[src/rtl/fwd_scoreboard.sv]
// Operand-forwarding selector plus per-register busy scoreboard for an in-order pipeline.
// Latency: fwd_sel/stall/issue are combinational; busy counters and stall_cycles update on the rising clk edge.
// Backpressure: stall holds ID/PC while any live source is still busy; there is no internal buffering, and flush drops the ID slot.
module fwd_scoreboard #(
   parameter int AW   = 5,
   parameter int NSRC = 2,
   parameter int CW   = 3,
   parameter int SW   = 16
) (
   input  logic                 clk,
   input  logic                 rstn,
   input  logic                 id_valid,
   input  logic [NSRC*AW-1:0]   id_rs,
   input  logic [AW-1:0]        id_rd,
   input  logic                 id_reg_write,
   input  logic [CW-1:0]        id_lat,
   input  logic                 flush,
   input  logic [NSRC*AW-1:0]   ex_rs,
   input  logic [AW-1:0]        mem_rd,
   input  logic [AW-1:0]        wb_rd,
   input  logic                 mem_reg_write,
   input  logic                 wb_reg_write,
   output logic [NSRC*2-1:0]    fwd_sel,
   output logic                 stall,
   output logic                 issue,
   output logic [SW-1:0]        stall_cycles
);

   localparam int NREG = 1 << AW;

   // busy[r] counts the cycles left before register r is forwardable from MEM.
   // Entry 0 is held at zero so r0 can never look busy.
   logic [CW-1:0] busy     [NREG];
   logic [CW-1:0] busy_nxt [NREG];

   logic [NSRC-1:0] src_hazard;
   logic            id_live;
   logic            load_en;

   // ------------------------------------------------------------------
   // EX-stage forwarding: MEM result wins over WB, r0 is never forwarded.
   // ------------------------------------------------------------------
   for (genvar i = 0; i < NSRC; i++) begin : g_fwd
      logic [AW-1:0] ex_src;
      logic          mem_hit;
      logic          wb_hit;

      assign ex_src  = ex_rs[i*AW +: AW];
      assign mem_hit = mem_reg_write && (ex_src != '0) && (ex_src == mem_rd);
      assign wb_hit  = wb_reg_write  && (ex_src != '0) && (ex_src == wb_rd);
      assign fwd_sel[i*2 +: 2] = mem_hit ? 2'b01 :
                                 wb_hit  ? 2'b10 : 2'b00;
   end

   // ------------------------------------------------------------------
   // ID-stage hazard check against the pre-update counters, so an
   // instruction reading its own destination sees the old state.
   // ------------------------------------------------------------------
   for (genvar i = 0; i < NSRC; i++) begin : g_haz
      logic [AW-1:0] id_src;

      assign id_src        = id_rs[i*AW +: AW];
      assign src_hazard[i] = (id_src != '0) && (busy[id_src] != '0);
   end

   // A flushed slot neither stalls, issues nor loads a counter.
   assign id_live = id_valid && !flush;
   assign stall   = id_live && (|src_hazard);
   assign issue   = id_live && !stall;

   // Only real, multi-cycle writers to a nonzero register occupy the scoreboard.
   assign load_en = issue && id_reg_write && (id_rd != '0) && (id_lat != '0);

   // Next counter values: age every live entry, then let a new issue overwrite its rd (WAW is not blocked).
   always_comb begin
      for (int r = 0; r < NREG; r++) begin
         busy_nxt[r] = (busy[r] != '0) ? (busy[r] - CW'(1)) : '0;
      end
      if (load_en) begin
         busy_nxt[id_rd] = id_lat;
      end
      busy_nxt[0] = '0;
   end

   // Scoreboard state register, cleared asynchronously.
   always_ff @(posedge clk or negedge rstn) begin
      if (!rstn) begin
         for (int r = 0; r < NREG; r++) begin
            busy[r] <= '0;
         end
      end else begin
         for (int r = 0; r < NREG; r++) begin
            busy[r] <= busy_nxt[r];
         end
      end
   end

   // Saturating count of stalled cycles for performance monitoring.
   always_ff @(posedge clk or negedge rstn) begin
      if (!rstn) begin
         stall_cycles <= '0;
      end else if (stall && (stall_cycles != {SW{1'b1}})) begin
         stall_cycles <= stall_cycles + SW'(1);
      end
   end

endmodule

[config.mk]
export PLATFORM = sky130hd
export DESIGN_NAME = fwd_scoreboard
export DESIGN_NICKNAME = d
export VERILOG_FILES = /design/src/rtl/fwd_scoreboard.sv
export SDC_FILE = /design/constraint.sdc
export NUM_CORES = 1
export LEC_CHECK = 0
export CAP_MARGIN = 20
export CORE_MARGIN = 2
export CORE_UTILIZATION = 58
export CTS_BUF_LIST = sky130_fd_sc_hd__clkbuf_2
export CTS_CLUSTER_SIZE = 20
export DETAILED_ROUTE_END_ITERATION = 10
export GPL_TIMING_DRIVEN = 1
export PLACE_DENSITY = 0.86
export REMOVE_ABC_BUFFERS = 1
export SLEW_MARGIN = 20
export SYNTH_ARGS = -nofsm -noshare
export SYNTH_HDL_FRONTEND = slang
export SYNTH_SLANG_ARGS = --single-unit
[constraint.sdc]
create_clock -name clk -period 5 [get_ports clk]
set_clock_uncertainty 0.05 [all_clocks]
set_input_delay 1.25 -clock clk [delete_from_list [all_inputs] [get_ports clk]]
set_output_delay 1.25 -clock clk [all_outputs]
set_load 0.1 [all_outputs]
==> flow_summary.toml, run 1 <==
[setup_path]
required_ns = 3.70
worstRegToRegCells = 9
cp_slowest_cell = "clkdlybuf4s50_1"
r2r-start = "busy[20]"
crit_path_start_kind = "input pin"
worst-path-buf-inv = 3
crit_type = "in -> out"
regToRegEndpoint = "busy[89]"
crit_chain = "clkdlybuf4s50_1, buf_6, nor4_1, a2111oi_0, a21oi_1, o221ai_2, a41oi_4, and2_2, nor2b_1, buf_12"
critPathArrivalTime_ns = 3.62
rrSetupSlack_ns = 1.49
critPathMaxStageDelay_ns = 0.56
endpoint_kind = "output pin"
crit_family = "buffers and inverters"
worstPathMaxFanout = 26

[floorplan]
die_h_um = 115
rows = 40
start_util_pct = 59.6
die_w_um = 115
die_area_um2 = 13300
coreArea_um2 = 12100
ioPinCount = 67

[pwr]
power_switching_uw = 824
power_frac_comb_pct = 31.5
power_density_nw_per_um2 = 252
intPower_uw = 1250
swShare_pct = 39.7
vdd_ir_drop_max_uv = 430
power_leakage_uw = 0.00418
seq_power_share_pct = 49.8
pwr-share-clk_pct = 18.7

[final_layout]
num-fill-cells = 899
syn_to_final_growth_pct = 14.8
multi_input_area_um2 = 4100
drive_gt1_share_pct = 19.7
layout.nets = 914
fin_area_um2 = 8250
stdcell_count = 980
seq_area_um2 = 2730

[detailed_routing]
drtAntennaViolNets = 0
wirelength_um = 17900
drt_pass1_iterations = 5
drtIter0Drc = 466
drc = 0
vias_per_cell = 5.85
wl_per_cell_um = 18.3
dr_total_vias = 5735

[flow_run]
drv_cap = 0

[synthesis]
synth_edf_count = 0
synth_cell_types = 66
synth_top_cell_by_area = "dfrtp_1"
ys_dominant_reg_cell = "dfrtp_1"
yosysMostFrequentCell = "dfrtp_1"
synth_area_um2 = 7190
yosysSeqAreaShare_pct = 38.0
synth_warnings = 0
ys_seq_elements = 109
synth_area_leaders = "dfrtp_1 38%, mux2_2 14%, ha_1 11%"
synth_top_area_share_pct = 38.0
syn_area_per_cell_um2 = 9.74
netlist_instances = 738
synth_common_cells = "109 x dfrtp_1, 92 x nor2_1, 91 x mux2_2"
synth-async-reset-ratio_pct = 100

[timing]
setup_viol = 0
period_minus_slack_ns = 4.92
max_freq_mhz = 203
drv_slew = 0
final-hold-violation-count = 0
slew_headroom_pct = 34.2
hold_slack_ns = 0.467
worst_pin_slew_ns = 0.987
min_period_over_period_pct = 98.5
fin_ws_ns = 0.0762

[global_routing]
grt_max_degree = 79
antenna_found_initial = 2
first_global_vias = 5995
grtUsageTotal_pct = 28.5
grt_pass1_wl_um = 29300
grt_overflow = 0

[placement]
postPlaceCellArea_um2 = 8120
port_buffers = 66
gp_congestion = 1.00
dp.cells = 963
dp_slack_ns = -0.0128
dpl.hpwl_um = 13300

[cts]
h-tree-depth = 3
cts_root_buffer = "clkbuf_2"
clock-sinks = 109
cts_tree = "yes"
cts.path.max_buffers = 2
clock_latency_ns = 0.68
clk_pin_slew_ns = 0.32
numCtsBuffers = 9

[worst_hold_path]
hp-class = "reg -> reg"
hold_path_end = "stall_cycles[14]"
min_from = "stall_cycles[14]"
worstHoldPathCells = 1

[status]
outcome = "completed"
-- logic make-up after synthesis --
| logic type | Yosys count | synth area share [%] |
|---|---|---|
| DFF | 109 | 38.0 |
| AOI/OAI and AO/OA | 81 | 7.70 |
| xor gates and xnor gates | 35 | 4.27 |
| and+or+nand+nor | 255 | 17.9 |
| muxes | 99 | 15.8 |
| adders and majority gates | 63 | 11.0 |
| buffers and inverters | 96 | 5.47 |
-- power groups by stage --
| stage | clock network (uW) | registers, uW | logic [uW] |
|---|---|---|---|
| final | 389 | 1030 | 655 |
| after floorplan | 0 | 1160 | 279 |
| after CTS | 402 | 1030 | 649 |
| after global routing | 440 | 1050 | 710 |
| after global placement | 0 | 1040 | 621 |
| after detailed placement | 0 | 1050 | 646 |
-- layout by cell type (no fill, tap or decap), types with 4 or more instances in the layout --
master,instances
a211oi_1,5
a21oi_1,5
a31oi_1,5
and3_1,4
buf_12,5
buf_4,22
clkbuf_2,9
clkdlybuf4s50_1,58
dfrtp_1,109
ha_1,63
inv_1,65
mux2_2,91
mux2i_1,4
nand2_1,50
nand3_1,14
nand4_1,12
nor2_1,92
nor2b_1,5
nor3_1,19
nor3b_1,5
nor4_1,21
o21ai_0,36
o311ai_0,4
or2_2,5
xnor2_1,16
xor2_1,19
-- metal layers --
layer  up-vias  global-route usage [%]  wire length (um)
li1       2672                       -                 -
met1      2841                    35.6              7570
met2       182                    48.7              8810
met3        40                    6.48              1090
met4         0                    10.0               468
met5         -                       0                 0
-- metrics by stage --
| step | TNS [ns] | power (uW) | util [%] |
|---|---|---|---|
| detailed placement | -0.0128 | 1690 | 67.3 |
| global route | -0.0134 | 2200 | 68.4 |
| global placement | 0 | 1660 | 67.3 |
| floorplan | -6.71 | 1440 | - |
| finish | 0 | 2080 | 68.4 |
| CTS | 0 | 2080 | 68.2 |
-- worst max-delay path by stage --
stage	slack [ns]	depth (start not counted)	endpoint	startpoint
after floorplan	-2.65	4	fwd_sel[1]	mem_rd[2]
after global placement	0.003	10	stall	id_rs[0]
after detailed placement	-0.01	10	stall	id_rs[0]
after CTS	0.001	10	stall	id_rs[0]
after global routing	-0.01	10	stall	id_rs[0]
final	0.08	10	stall	id_rs[0]
-- worst register-to-register path, stage by stage (launching register included) --
cell      delay (ns)
dfrtp_1         0.48
nor3_1          0.48
mux2i_1         0.15
a211o_1         0.32
o311a_1         0.38
nor4_2          0.45
and4b_1         0.37
buf_4           0.19
nand3b_1        0.21
mux2_2          0.33
-- sequential cells by signal (all words and copies together) (netlist names) --
register / flops
busy: 93
stall_cycles: 16
-- repair_timing --
item	in CTS	in global routing
buffers inserted	0	0
hold buffers	0	0
setup endpoints to repair	1	2
resized for setup	1	7
-- cell type report --
cell class              count  share of cell area [%]
multi-input cells         533                    49.6
flip-flops and latches    109                    33.1
repair buffers             87                    10.5
inverters                  66                    3.00
well taps                 168                    2.55
clock inverters             7                   0.652
clock buffers               9                   0.546
diodes                      1                  0.0303
(Power assumes the default switching activity.)
==> run 2: changes to the inputs <==
CTS_CLUSTER_DIAMETER = 200   (was not set)
==> results of run 2 <==
No change in the layout: final DEF, timing and power equal those of run 1.
==> run 3: changes to the inputs <==
TNS_END_PERCENT = 10   (was not set)
==> results of run 3 <==
No change in the layout: final DEF, timing and power equal those of run 1.
